## src/rtl/serial_add_pkg.sv

```systemverilog
// Shared definitions for the bit-serial adder slice.
//   state_e   : control FSM encoding (IDLE, RUN, DONE)
//   cnt_width : width of the bit counter for a given operand width
package serial_add_pkg;

  typedef enum logic [1:0] {
    IDLE = 2'd0,
    RUN  = 2'd1,
    DONE = 2'd2
  } state_e;

  // Counter must index bits 0..width-1; keep at least one bit.
  function automatic int cnt_width(input int width);
    return (width < 2) ? 1 : $clog2(width);
  endfunction

endpackage

```

## src/rtl/serial_add_unit_if.sv

```systemverilog
// Bus bundle between the pin mux / driver side and serial_add_unit.
//   master : drives start, a_bit, b_bit, bit_valid; observes results
//   slave  : the adder itself
//
// Handshake: bit_valid is a one-sided valid with no ready. While the
// adder is busy (RUN) and ena is high, every cycle with bit_valid=1
// consumes exactly one a_bit/b_bit pair; the producer must not present
// more than WIDTH pairs per start. start is a level sampled only in IDLE.
// sum_valid and done are single-cycle pulses; result/carry_out hold
// until the next accepted start.
interface serial_add_unit_if #(
  parameter int WIDTH = 8
);
  logic             start;
  logic             a_bit;
  logic             b_bit;
  logic             bit_valid;
  logic             busy;
  logic             sum_bit;
  logic             sum_valid;
  logic [WIDTH-1:0] result;
  logic             carry_out;
  logic             done;

  modport master (
    output start, a_bit, b_bit, bit_valid,
    input  busy, sum_bit, sum_valid, result, carry_out, done
  );

  modport slave (
    input  start, a_bit, b_bit, bit_valid,
    output busy, sum_bit, sum_valid, result, carry_out, done
  );
endinterface

```

## src/rtl/serial_add_unit_half_cell.sv

```systemverilog
// Half-adder cell: o_s = i_a ^ i_b, o_c = i_a & i_b.
// Two of these plus an OR form the full adder of serial_add_unit.
//   i_a, i_b : operand bits
//   o_s, o_c : sum and carry
module add_half_cell (
  input  logic i_a,
  input  logic i_b,
  output logic o_s,
  output logic o_c
);

  assign o_s = i_a ^ i_b;
  assign o_c = i_a & i_b;

endmodule

```

## src/rtl/serial_add_unit.sv

```systemverilog
// Bit-serial adder stage. Consumes operand bit pairs LSB-first, one per
// accepted cycle, emits a registered sum bit stream and assembles the
// WIDTH-bit result plus the final carry.
//   clk         : system clock, rising edge
//   rst_n       : asynchronous active-low reset
//   ena         : global enable; low freezes all state (pulses still drop)
//   bus         : serial_add_unit_if slave (start, operand bits, results)
//   o_dbg_state : current FSM state, for observation only
module serial_add_unit
  import serial_add_pkg::*;
#(
  parameter int WIDTH = 8
) (
  input  logic                clk,
  input  logic                rst_n,
  input  logic                ena,
  serial_add_unit_if.slave    bus,
  output state_e              o_dbg_state
);

  localparam int CW = cnt_width(WIDTH);

  state_e           r_state;
  state_e           w_state_next;
  logic [CW-1:0]    r_count;
  logic             r_carry;
  logic             r_sum_bit;
  logic             r_sum_valid;
  logic             r_busy;
  logic             r_carry_out;
  logic             r_done;
  logic [WIDTH-1:0] r_result;

  logic w_ha0_s;
  logic w_ha0_c;
  logic w_ha1_c;
  logic w_s;
  logic w_c;
  logic w_start;
  logic w_accept;
  logic w_last;
  logic w_finish;

  // Full adder: first cell adds the operand bits, second adds the
  // running carry into that partial sum.
  add_half_cell u_ha0 (
    .i_a (bus.a_bit),
    .i_b (bus.b_bit),
    .o_s (w_ha0_s),
    .o_c (w_ha0_c)
  );

  add_half_cell u_ha1 (
    .i_a (w_ha0_s),
    .i_b (r_carry),
    .o_s (w_s),
    .o_c (w_ha1_c)
  );

  assign w_c = w_ha0_c | w_ha1_c;

  always_comb begin
    w_state_next = r_state;
    w_start      = 1'b0;
    w_accept     = 1'b0;
    w_finish     = 1'b0;
    w_last       = (r_count == CW'(WIDTH - 1));
    if (ena) begin
      case (r_state)
        IDLE: begin
          if (bus.start) begin
            w_start      = 1'b1;
            w_state_next = RUN;
          end
        end
        RUN: begin
          if (bus.bit_valid) begin
            w_accept = 1'b1;
            if (w_last) begin
              w_state_next = DONE;
            end
          end
        end
        DONE: begin
          w_finish     = 1'b1;
          w_state_next = IDLE;
        end
        default: w_state_next = IDLE;
      endcase
    end
  end

  always_ff @(posedge clk or negedge rst_n) begin
    if (!rst_n) begin
      r_state <= IDLE;
    end else begin
      r_state <= w_state_next;
    end
  end

  always_ff @(posedge clk or negedge rst_n) begin
    if (!rst_n) begin
      r_count     <= '0;
      r_carry     <= 1'b0;
      r_sum_bit   <= 1'b0;
      r_sum_valid <= 1'b0;
      r_busy      <= 1'b0;
      r_carry_out <= 1'b0;
      r_done      <= 1'b0;
      r_result    <= '0;
    end else begin
      // Pulses fall on every edge, independent of ena.
      r_sum_valid <= 1'b0;
      r_done      <= 1'b0;
      if (w_start) begin
        r_carry     <= 1'b0;
        r_count     <= '0;
        r_result    <= '0;
        r_carry_out <= 1'b0;
        r_busy      <= 1'b1;
      end
      if (w_accept) begin
        r_sum_bit   <= w_s;
        r_sum_valid <= 1'b1;
        r_carry     <= w_c;
        // LSB arrives first, so insert at the MSB and shift right.
        r_result    <= {w_s, r_result[WIDTH-1:1]};
        if (w_last) begin
          r_count     <= '0;
          r_carry_out <= w_c;
          r_busy      <= 1'b0;
        end else begin
          r_count <= r_count + CW'(1);
        end
      end
      // done trails the final sum_valid by one cycle.
      if (w_finish) begin
        r_done <= 1'b1;
      end
    end
  end

  assign bus.busy      = r_busy;
  assign bus.sum_bit   = r_sum_bit;
  assign bus.sum_valid = r_sum_valid;
  assign bus.result    = r_result;
  assign bus.carry_out = r_carry_out;
  assign bus.done      = r_done;
  assign o_dbg_state   = r_state;

endmodule

```

## src/flat_wrapper.sv

```systemverilog
// flat-port wrapper written by rule: the top's interface ports become plain ports
module serial_add_unit_flat import serial_add_pkg::*;
#(
  parameter int WIDTH = 8
)
  (clk, rst_n, ena, o_dbg_state, bus_start, bus_a_bit, bus_b_bit, bus_bit_valid, bus_busy, bus_sum_bit, bus_sum_valid, bus_result, bus_carry_out, bus_done);
  serial_add_unit_if #(.WIDTH(WIDTH)) bus_i ();
  input  logic clk;
  input  logic rst_n;
  input  logic ena;
  output state_e o_dbg_state;
  input wire logic [$bits(bus_i.start)-1:0] bus_start;
  input wire logic [$bits(bus_i.a_bit)-1:0] bus_a_bit;
  input wire logic [$bits(bus_i.b_bit)-1:0] bus_b_bit;
  input wire logic [$bits(bus_i.bit_valid)-1:0] bus_bit_valid;
  output wire logic [$bits(bus_i.busy)-1:0] bus_busy;
  output wire logic [$bits(bus_i.sum_bit)-1:0] bus_sum_bit;
  output wire logic [$bits(bus_i.sum_valid)-1:0] bus_sum_valid;
  output wire logic [$bits(bus_i.result)-1:0] bus_result;
  output wire logic [$bits(bus_i.carry_out)-1:0] bus_carry_out;
  output wire logic [$bits(bus_i.done)-1:0] bus_done;
  assign bus_i.start = bus_start;
  assign bus_i.a_bit = bus_a_bit;
  assign bus_i.b_bit = bus_b_bit;
  assign bus_i.bit_valid = bus_bit_valid;
  assign bus_busy = bus_i.busy;
  assign bus_sum_bit = bus_i.sum_bit;
  assign bus_sum_valid = bus_i.sum_valid;
  assign bus_result = bus_i.result;
  assign bus_carry_out = bus_i.carry_out;
  assign bus_done = bus_i.done;
  serial_add_unit #(.WIDTH(WIDTH)) u_core (.clk(clk), .rst_n(rst_n), .ena(ena), .bus(bus_i), .o_dbg_state(o_dbg_state));
endmodule
```

## config.mk

```make
export PLATFORM = sky130hd
export DESIGN_NAME = serial_add_unit_flat
export DESIGN_NICKNAME = d
export VERILOG_FILES = /design/src/rtl/serial_add_pkg.sv /design/src/rtl/serial_add_unit_if.sv /design/src/rtl/serial_add_unit_half_cell.sv /design/src/rtl/serial_add_unit.sv /design/src/flat_wrapper.sv
export SDC_FILE = /design/constraint.sdc
export NUM_CORES = 1
export LEC_CHECK = 0
export BUFFER_PORTS_ARGS = -buffer_cell sky130_fd_sc_hd__buf_4
export CAP_MARGIN = 10
export CORE_ASPECT_RATIO = 0.7
export CORE_MARGIN = 2
export CORE_UTILIZATION = 40
export DETAILED_ROUTE_END_ITERATION = 16
export PLACE_DENSITY = 0.64
export RECOVER_POWER = 50
export SLEW_MARGIN = 30
export SYNTH_ARGS = -nofsm -noshare
export SYNTH_HDL_FRONTEND = slang
export SYNTH_HIERARCHICAL = 1
export SYNTH_SLANG_ARGS = --single-unit
```

## constraint.sdc

```tcl
create_clock -name clk -period 1.4 [get_ports clk]
set_clock_uncertainty 0.2 [all_clocks]
set_input_delay 0.07 -clock clk [delete_from_list [all_inputs] [get_ports clk]]
set_output_delay 0.07 -clock clk [all_outputs]
set_load 0.01 [all_outputs]
```

==> Word-level counts from Yosys, hierarchy flattened <==
Index checks and enable logic that the tools add are counted.
{ "word_totals": {"register_bits": 19, "inputBits": 7, "output_inout_bits": 15, "word_cells": 51} }
{ "classes": {"add_sub_neg": 1, "eq_ne": 6, "n_mux": 27, "n_bitwise": 5, "n_reduce_logical": 3} }
{ "ops": {"columns": ["op", "n"], "rows": [
  ["two-way mux 1 bit", 18],
  ["two-way mux 8 bit", 2],
  ["two-way mux 3 bit", 3],
  ["two-way mux 2 bit", 3],
  ["inequality test 2 bit (second input constant)", 2],
  ["case mux 2 bit (2 select lines)", 1],
  ["AND reduction 4 bit", 1],
  ["adder 3 x 1 -> 3 bit (second input constant)", 1],
  ["equality test 3 bit (second input constant)", 1],
  ["AND 1 bit", 2],
  ["equality test 2 x 1 -> 1 bit (second input constant)", 1],
  ["equality test 2 bit (second input constant)", 1],
  ["zero test 2 bit", 1],
  ["inequality test 2 x 1 -> 1 bit (second input constant)", 1],
  ["nonzero test 2 bit", 1],
  ["bitwise XOR 1 bit", 2],
  ["OR 1 bit", 1]
]} }

==> Depth between registers and ports, before layout <==
Gate-level depths: netlist of run 1.
{ "logic_depth": {"ltp_word": 6, "mapped_depth": 5, "mapped_depth_nobuf": 5} }

==> Hierarchy <==
The synthesis of run 1 kept the hierarchy.
{ "by_module_without_submodules": {"columns": ["mod", "n_inst", "cells_each", "area_each_um2", "seq_area_each_um2"], "rows": [
  ["serial_add_unit", 1, 56, 775.7, 475.5],
  ["add_half_cell", 2, 1, 12.5, 0.0]
]} }

==> Least setup slack after synthesis of run 1 <==
OpenSTA, ideal clock, no wires.
{ "synth_path": {"path_kind": "register to register", "start": "register u_core.r_state[0] (netlist: u_core/o_dbg_state[0])", "end": "register u_core.r_result[1] (netlist: u_core/bus.result[1])", "setup_time_ns": 0.121, "arrival_time_ns": 1.141, "required_ns": 1.079, "path_slack_ns": -0.062, "path_stages_with_launch": 5, "synth_period_minus_slack_ns": 1.462, "cell_sequence": "dfrtp_1 and4b_2 buf_6 buf_6 a22o_1"} }
{ "synth_via": {"elab_chain_len": 4} }
{ "synth_rtl": {"columns": ["item", "line_no", "text"], "rows": [
  ["from (decl)", "serial_add_unit.sv:23", "state_e r_state;"],
  ["from (signal assigned)", "serial_add_unit.sv:97", "r_state <= w_state_next;"],
  ["equality test 2 x 1 -> 1 bit *", "serial_add_unit.sv:69", "case (r_state)"],
  ["two-way mux 1 bit *", "serial_add_unit.sv:69", null],
  ["two-way mux 1 bit *", "serial_add_unit.sv:68", "if (ena) begin"],
  ["via u_core.w_accept", "serial_add_unit.sv:40", "logic w_accept;"],
  ["two-way mux 8 bit or nonzero test 2 bit (tied branches)", null, null],
  ["to (signal assigned)", "serial_add_unit.sv:127", "r_result <= {w_s, r_result[WIDTH-1:1]};"],
  ["to (decl)", "serial_add_unit.sv:32", "logic [WIDTH-1:0] r_result;"]
]} }
The timed path passes the listed nets; every way through them passes the cells marked *.
A chain may end at the register's enable or synchronous reset.

==> Final worst setup path of run 1 <==
{ "layout_path": {"start": "register u_core.r_state[0] (netlist: u_core/o_dbg_state[0])", "end": "register u_core.r_count[2]"} }
{ "layout_via": {"elab_chain_len": 4} }
{ "layout_rtl": {"columns": ["item", "line_no", "text"], "rows": [
  ["equality test 2 x 1 -> 1 bit or zero test 2 bit (tied branches)", "serial_add_unit.sv:69", null],
  ["two-way mux 1 bit", "serial_add_unit.sv:69", null],
  ["two-way mux 1 bit", "serial_add_unit.sv:68", null],
  ["two-way mux 3 bit or nonzero test 2 bit (tied branches)", null, null],
  ["to (signal assigned)", "serial_add_unit.sv:133", "r_count <= r_count + CW'(1);"],
  ["to (decl)", "serial_add_unit.sv:25", "logic [CW-1:0] r_count;"]
]} }
Several ways; a longest one is shown, not always the timed one.

==> flow_summary.yaml, run 1 <==
outcome:
  status: "complete, but fails checks"
  violations: "negative setup slack"
worst_setup_path:
  cp.arrival_ps: 1390
  critical_path.max_fanout: 7
  rr_startpoint: "u_core/o_dbg_state[0]"
  path_buf_inv: 1
  worst_ep_required_time_ps: 1390
  path_delay_family: "flip-flops"
  worst_r2r_endpoint: "u_core/r_count[2]"
  slowest_delay_ps: 440
  critical_path.endpoint_type: "register"
  crit_path_start_kind: "register"
  cp_class: "reg -> reg"
  worst_path_max_delay_cell: "dfrtp_2"
  rr_worst_depth: 3
  crit_path_cell_trace: "and4b_2 > buf_6 > a22o_4"
  ff2ff_setup_slack_ps: -0.3
sta:
  final.hold.worst_slack_ps: 16.8
  timing.final.crit_period_ps: 1400
  timing.final.setup_violations: 2
  hold_viol_final: 0
  final_critical_path_setup_slack_ps: -0.286
  fmaxAchievable_mhz: 714
  slew-limit-headroom: 0.841
  worst-slew-pin-transition_ps: 239
  period_share: 1.00
  report.final.slew_viol_count: 0
  grt_setup_unrepaired: "yes"
  fin_setup_tns_ps: -0.447
layout:
  mostFrequentLayoutCell: "buf_4"
  layout.cells.most_common_list: "20 x buf_4, 18 x dfrtp_1, 10 x a22o_1"
  final_cell_area_sq_mm: 0.00110
  antenna_cells: 0
  area.sequential_sq_um: 477
  filler_cell_count: 171
  final_net_count: 104
  postLayoutCoreUtil: 0.591
  final_layout_size_suffix_gt1_frac: 0.402
  multiInputGateArea_sq_um: 324
  syn2layout_area_growth_pct: 38.0
synthesis:
  synth.ff_latch_count: 19
  synthesis.yosys.warnings: 6
  synth.lib_cells_used.distinct: 20
  netlist_instances: 58
  post_synth.cell_area_avg_sq_um: 13.8
  synth_sequential_area_ratio: 0.594
  netlist_area_sq_um: 801
  synth_fp_nets: 69
pwr:
  powerDensity_mw_per_mm2: 1860
  peak_ir_drop_on_the_vdd_network_uv: 1100
  static-leakage-power_uw: 0.000545
  report.power.total_uw: 2050
placed_design:
  hpwl_mm: 1.08
  dpl-instance-area_sq_mm: 0.00100
  place_congestion: 0.750
  port-buffer-count: 21
route:
  met3_length_um: 74
  route.layer.met1.wl_um: 795
  num_vias: 587
  top_signal_layer_used: "met3"
  detail_route.drc_violations: 0
  drt_pre_antenna_iters: 4
  wl_mm: 1.57
  routedWlPerCell_um: 13.7
  route.met2.wl_um: 698
  detail-route-antenna-nets: 0
  viasPerCell: 5.15
  drtIter0Drc: 11
global_routing:
  overflow: 0
  largest_net_degree_at_the_start_of_global_routing: 20
  track_usage: 0.141
  antenna_found_initial: 0
  grt_pass1_wl_mm: 2.56
  via_count_of_the_first_global_routing_pass: 548
floorplanning:
  design.core.area_sq_mm: 0.00187
  die_w_um: 57.5
  io_pins: 22
  initial_core_util: 0.428
  floorplan.die_area_sq_mm: 0.00238
  die_y_um: 41.4
  floorplan.rows: 13
clocking:
  htree_num_levels: 1
  cts_buffers: 3
  clk_root_buffer_cell: "clkbuf_4"
  tritoncts: "yes"
  numClockSinks: 19
  cts.path.max_buffers: 2
  path_clk_slew_ps: 110
  clock_latency_on_the_worst_skew_pair_ps: 290
worst_hold_path:
  holdPathStages: 5
  worstHoldPathType: "in -> reg"
  min_to: "u_core/r_carry"
  holdCritStartpoint: "bus_b_bit"
run:
  max_cap_violations: 0
==> where the power goes <==
group / total (uW) / internal (uW) / switching (uW)
Clock: 266 / 106 / 160
Combinational: 863 / 498 / 365
Sequential: 922 / 763 / 159
==> logic make-up (layout without fill, tap and decap cells) <==
family / after synthesis / after routing / synth area share
multiplexers: 3 / 3 / 0.0453
buffers and inverters: 6 / 40 / 0.0562
AO/OA/AOI/OAI: 16 / 16 / 0.162
AND/OR/NAND/NOR: 10 / 10 / 0.0797
adder cells (fa/ha/maj): 4 / 4 / 0.0625
flip-flops: 19 / 19 / 0.594
==> worst max-delay path by stage <==
stage,startpoint,end,slack (ps),cells past startpoint
final,u_core/o_dbg_state[0],u_core/r_count[2],-0.3,3
after global routing,u_core/o_dbg_state[1],u_core/bus.sum_bit,-30,2
after CTS,u_core/o_dbg_state[0],u_core/r_count[2],2,3
after detailed placement,u_core/o_dbg_state[0],u_core/r_count[2],-20,3
after global placement,u_core/o_dbg_state[0],u_core/r_count[2],-30,3
after floorplan,u_core/o_dbg_state[0],u_core/bus.result[1],-40,4
==> worst min-delay path: stages <==
cell,delay [ps]
buf_4,80
ha_1,120
nor2_1,50
inv_1,40
a22o_1,120
==> metal layers <==
metal,GRT usage,up-vias
li1,-,283
met1,0.200,290
met2,0.200,14
met3,0.0561,0
met4,0.0419,0
met5,0,-
==> cell type report <==
type                       count  area share
clock buffer                   3      0.0204
clock inverter                 1     0.00453
inverter                       3      0.0102
multi-input combinational     33       0.293
sequential                    19       0.431
tap                           22      0.0249
timing repair buffer          33       0.215
==> cells in the mapped netlist <==
| cell type | instances | area (sq um) |
|---|---|---|
| dfrtp_1 | 19 | 475 |
| a22o_1 | 10 | 87.6 |
| ha_1 | 4 | 50.1 |
| buf_6 | 3 | 33.8 |
| inv_1 | 3 | 11.3 |
| nand2_1 | 3 | 11.3 |
| a21oi_1 | 2 | 10.0 |
| nor2_1 | 2 | 7.51 |
| a22o_2 | 1 | 10.0 |
| a22oi_1 | 1 | 7.51 |
| and4b_2 | 1 | 11.3 |
| mux2_2 | 1 | 11.3 |
| mux2_4 | 1 | 15.0 |
| mux2i_1 | 1 | 10.0 |
| nand3_1 | 1 | 5.00 |
| nand3_2 | 1 | 10.0 |
| nand4bb_1 | 1 | 11.3 |
| nor3b_1 | 1 | 7.51 |
| o21ai_0 | 1 | 5.00 |
| o22a_2 | 1 | 10.0 |
==> repair_timing <==
action	in CTS	in global routing
buffers inserted	0	1
gates resized for setup	3	6
endpoints found under the hold margin	24	0
cloned	0	0
endpoints found under the setup margin	10	14
pin swaps	0	3
hold buffers	5	0
==> state kept, by name, indices dropped and copies added (netlist names) <==
signal	count
u_core/bus.busy	1
u_core/bus.carry_out	1
u_core/bus.done	1
u_core/bus.result	8
u_core/bus.sum_bit	1
u_core/bus.sum_valid	1
u_core/o_dbg_state	2
u_core/r_carry	1
u_core/r_count	3
==> stage by stage <==
stage / cells / setup WS (ps)
finish: 114 / -0.286
global route: 114 / -27.5
CTS: 113 / 1.67
detailed placement: 104 / -24.8
global placement: 104 / -33.0
floorplan: 58 / -40.8
No activity file was read; power rests on OpenSTA's default activity.
==> run 2, diff against run 1 <==
SLEW_MARGIN = 0   (was 30)
SYNTH_HIERARCHICAL = unset   (was 1)
==> flow_summary.yaml, run 2 <==
sta:
  slew-limit-headroom: 0.715
  fmaxAchievable_mhz: 679
  timing.final.crit_period_ps: 1470
  report.final.slew_viol_count: 0
  worst-slew-pin-transition_ps: 428
  timing.final.setup_violations: 14
  hold_viol_final: 0
  grt_setup_unrepaired: "yes"
  final.hold.worst_slack_ps: 20.7
  period_share: 1.05
  final_critical_path_setup_slack_ps: -73.7
synthesis:
  synth.lib_cells_used.distinct: 23
  synth_most_common_cell: "dfrtp_1"
  synth_area_leader_cell: "dfrtp_1"
  post_synth.cell_area_avg_sq_um: 13.6
  synth.cells.most_frequent: "19 x dfrtp_1, 11 x a22o_1, 3 x inv_1, 3 x nand2_1"
  synth_sequential_area_ratio: 0.614
  synthesis.yosys.warnings: 0
  synth_edf_count: 0
  synth_top_area_share: 0.614
  netlist_area_sq_um: 774
  netlist_instances: 57
  synth-async-reset-ratio: 1.00
  synth_ff_type: "dfrtp_1"
  synth.area.top_cells: "dfrtp_1 61%, a22o_1 12%, ha_1 3.2%"
  synth.ff_latch_count: 19
  synth_fp_nets: 67
clocking:
  cts.path.max_buffers: 2
  numClockSinks: 19
  path_clk_slew_ps: 100
  htree_num_levels: 1
  tritoncts: "yes"
  cts_buffers: 3
  clock_latency_on_the_worst_skew_pair_ps: 300
  clk_root_buffer_cell: "clkbuf_4"
route:
  routedWlPerCell_um: 14.8
  detail_route.drc_violations: 0
  detail-route-antenna-nets: 0
  drtIter0Drc: 6
  viasPerCell: 4.88
  wl_mm: 1.68
  drt_pre_antenna_iters: 2
  num_vias: 552
outcome:
  status: "complete, but fails checks"
  violations: "negative setup slack"
floorplanning:
  io_pins: 22
  die_y_um: 40.8
  die_w_um: 56.6
  design.core.area_sq_mm: 0.00184
  floorplan.die_area_sq_mm: 0.00231
  floorplan.rows: 13
  initial_core_util: 0.421
worst_setup_path:
  critical_path.max_fanout: 7
  ff2ff_setup_slack_ps: -70
  cp_class: "reg -> reg"
  rr_startpoint: "u_core.o_dbg_state[0]"
  cp.arrival_ps: 1470
  crit_path_start_kind: "register"
  crit_path_end: "u_core.bus.result[2]"
  critical_path.endpoint_type: "register"
  cp-startpoint: "u_core.o_dbg_state[0]"
  worst_ep_required_time_ps: 1390
  worst_r2r_endpoint: "u_core.bus.result[2]"
  rr_worst_depth: 4
layout:
  final_cell_area_sq_mm: 0.00109
  largest_register_ff_count: 8
  syn2layout_area_growth_pct: 40.2
  antenna_cells: 0
  mostFrequentLayoutCell: "buf_4"
  filler_cell_count: 159
  final_net_count: 102
  layout.cells.most_common_list: "22 x buf_4, 19 x dfrtp_1, 11 x a22o_1"
  final_layout_size_suffix_gt1_frac: 0.418
  multiInputGateArea_sq_um: 295
  area.sequential_sq_um: 475
  postLayoutCoreUtil: 0.591
  final-instance-count-excl-fill: 113
placed_design:
  dpl-instance-area_sq_um: 982
  hpwl_mm: 1.12
  place_inst: 104
  place_congestion: 0.783
  port-buffer-count: 21
global_routing:
  antenna_found_initial: 0
  grt_pass1_wl_mm: 2.49
  largest_net_degree_at_the_start_of_global_routing: 20
  track_usage: 0.154
  overflow: 0
  via_count_of_the_first_global_routing_pass: 523
pwr:
  static-leakage-power_uw: 0.000539
  powerDensity_mw_per_mm2: 1860
  report.power.total_uw: 2020
  peak_ir_drop_on_the_vdd_network_uv: 1090
run:
  max_cap_violations: 0
worst_hold_path:
  worstHoldPathType: "in -> reg"
==> run 2: changes by cell type in the layout (fill, tap and decap cells not counted), sizes merged, moves of 2 or more <==
cell	previous run	this run
buf	21	26
clkbuf	10	7
dlygate4sd3	5	3
ha	4	2
nand3	2	0
o21ai	1	3
==> run 2: how the worst min path moves through the flow <==
stage / startpoint / endpoint / slack (ps) / cells past startpoint
after floorplan: rst_n / u_core.bus.busy / -430 / 0
after global placement: rst_n / u_core.r_count[0] / -240 / 1
after detailed placement: rst_n / u_core.o_dbg_state[1] / -240 / 1
after CTS: bus_bit_valid / u_core.o_dbg_state[0] / 7 / 5
after global routing: bus_a_bit / u_core.bus.result[7] / 30 / 3
final: bus_bit_valid / u_core.o_dbg_state[0] / 20 / 5
==> run 2: final cells by class <==
cell class	count	area share
Clock buffer	3	0.0207
Clock inverter	1	0.00461
Inverter	3	0.0104
Multi-Input combinational cell	32	0.272
Sequential cell	19	0.438
Tap cell	22	0.0253
Timing Repair Buffer	33	0.229
==> run 2: worst max-delay path: stages (launching register included) <==
cell     delay, ps
dfrtp_1        420
buf_6          130
and4b_2        260
buf_6          150
a22o_1         210
==> run 2: through the flow <==
| stage | setup slack, ps | TNS (ps) |
|---|---|---|
| 2_1_floorplan | -16.5 | -17.9 |
| 3_3_place_gp | -236 | -2750 |
| 3_5_place_dp | -287 | -3300 |
| 4_1_cts | -52.9 | -540 |
| 5_1_grt | -130 | -1590 |
| 6_report | -73.7 | -718 |
==> run 2: timing repair <==
item,CTS,global route
setup buffers,2,0
hold endpoints to repair,22,0
pin swaps,3,2
hold buffers,3,0
resized for setup,8,6
gates cloned,0,0
setup endpoints to repair,15,16
==> run 2: metal layers <==
layer	share of wire	GRT usage
met1	0.49	0.197
met3	0.048	0.0662
met5	0	0
met2	0.45	0.247
met4	0.0036	0.0357
==> run 2: logic make-up (layout without fill, tap and decap cells) <==
family                     Yosys count  in the layout  synth area share
AOI/OAI and AO/OA                   18             18             0.183
DFF                                 19             19             0.614
adders and majority gates            3              3            0.0582
and+or+nand+nor                     10             10            0.0727
buffers and inverters                6             40            0.0582
muxes                                1              1            0.0145
==> run 2: power breakdown <==
part / switching, uW / internal (uW)
Combinational: 344 / 501
Clock: 173 / 107
Sequential: 152 / 747
==> run 3, diff against run 2 <==
CORE_ASPECT_RATIO = unset   (was 0.7)
CORE_UTILIZATION = 44   (was 40)
PLACE_DENSITY = 0.7   (was 0.64)
==> flow_summary.yaml, run 3 (synthesis results as in run 2) <==
worst_hold_path:
  worstHoldPathType: "in -> reg"
worst_setup_path:
  worst_ep_required_time_ps: 1390
  critical_path.max_fanout: 2
  crit_path_start_kind: "register"
  cp_class: "reg -> reg"
  cp.arrival_ps: 1400
  critical_path.endpoint_type: "register"
sta:
  fin_setup_tns_ps: -52.2
  fmaxAchievable_mhz: 707
  final.hold.worst_slack_ps: -17.8
  worst-slew-pin-transition_ps: 459
  period_share: 1.01
  timing.final.crit_period_ps: 1410
  hold_viol_final: 1
  grt_setup_unrepaired: "yes"
  timing.final.setup_violations: 6
  final_critical_path_setup_slack_ps: -14.5
  report.final.slew_viol_count: 0
  slew-limit-headroom: 0.694
placed_design:
  port-buffer-count: 21
  place_congestion: 0.821
  dpl-instance-area_sq_um: 976
  hpwl_um: 996
layout:
  final_net_count: 106
  antenna_cells: 0
  filler_cell_count: 148
  multiInputGateArea_sq_um: 287
  area.sequential_sq_um: 475
  final_layout_size_suffix_gt1_frac: 0.368
  largest_register_ff_count: 8
  postLayoutCoreUtil: 0.637
  final_cell_area_sq_mm: 0.00108
  mostFrequentLayoutCell: "buf_4"
  syn2layout_area_growth_pct: 38.9
  layout.cells.most_common_list: "21 x buf_4, 19 x dfrtp_1, 11 x a22o_1"
run:
  max_cap_violations: 0
floorplanning:
  io_pins: 22
  floorplan.die_area_sq_mm: 0.00211
  initial_core_util: 0.459
  die_y_um: 46.0
  floorplan.rows: 15
  die_w_um: 46.0
  design.core.area_sq_mm: 0.00169
route:
  num_vias: 587
  detail_route.drc_violations: 0
  detail-route-antenna-nets: 0
  routedWlPerCell_um: 13.8
  wl_mm: 1.54
  drtIter0Drc: 9
  drt_pre_antenna_iters: 4
  viasPerCell: 5.24
global_routing:
  via_count_of_the_first_global_routing_pass: 577
  track_usage: 0.170
  largest_net_degree_at_the_start_of_global_routing: 20
  grt_pass1_wl_mm: 2.48
  antenna_found_initial: 0
  overflow: 0
clocking:
  clk_root_buffer_cell: "clkbuf_4"
  htree_num_levels: 1
  cts.path.max_buffers: 2
  path_clk_slew_ps: 100
  clock_latency_on_the_worst_skew_pair_ps: 290
  cts_buffers: 3
  tritoncts: "yes"
  numClockSinks: 19
outcome:
  violations: "negative hold slack, negative setup slack"
  status: "complete, but fails checks"
pwr:
  powerDensity_mw_per_mm2: 1840
  peak_ir_drop_on_the_vdd_network_uv: 1070
  static-leakage-power_uw: 0.000529
==> run 3: final timing paths <==
path	slack, ps	start	end	cells past startpoint
setup / recovery	-10	u_core.r_carry	u_core.bus.sum_bit	2
hold / removal	-20	bus_start	u_core.o_dbg_state[0]	4
setup reg to reg	-10	u_core.r_carry	u_core.bus.sum_bit	2
hold reg to reg	310	u_core.bus.result[0]	u_core.bus.result[0]	1
max in group asynchronous	100	rst_n	u_core.bus.result[7]	3
min in group asynchronous	590	rst_n	u_core.bus.sum_valid	3
==> run 3: through the flow <==
| step | cells | worst slack (ps) | power [uW] |
|---|---|---|---|
| 6_report | 112 | -14.5 | 1980 |
| 3_5_place_dp | 99 | -21.0 | 1660 |
| 2_1_floorplan | 57 | -16.5 | 1280 |
| 3_3_place_gp | 99 | -14.5 | 1630 |
| 5_1_grt | 112 | -55.2 | 2120 |
| 4_1_cts | 110 | 3.05 | 1990 |
==> run 3: power breakdown <==
group | switching, uW | total, uW | internal [uW]
combinational | 336 | 810 | 474
sequential | 150 | 897 | 747
clock | 160 | 271 | 111
==> run 3: what timing repair did <==
action,4_1_cts,5_1_grt
endpoints found under the hold margin,22,0
pin swaps,1,3
gates cloned,0,0
resized for setup,4,5
hold buffers,4,0
setup endpoints to repair,8,15
setup buffers,3,2
==> run 3: layout make-up <==
cell class                 count  area share
timing repair buffer          37       0.237
multi-input combinational     32       0.266
inverter                       3      0.0105
tap                           17      0.0198
sequential                    19       0.442
clock buffer                   4      0.0244
==> run 3: worst max-delay path, cell delays in order, from the launching register on <==
cell,delay [ps]
dfrtp_1,410
fa_2,430
mux2_4,270
==> run 3: metal layers <==
| metal | wire length [um] | GRT usage | vias up |
|---|---|---|---|
| li1 | - | - | 281 |
| met1 | 714 | 0.203 | 288 |
| met2 | 731 | 0.286 | 14 |
| met3 | 56 | 0.0357 | 4 |
| met4 | 38 | 0.0857 | 0 |
| met5 | 0 | 0 | - |
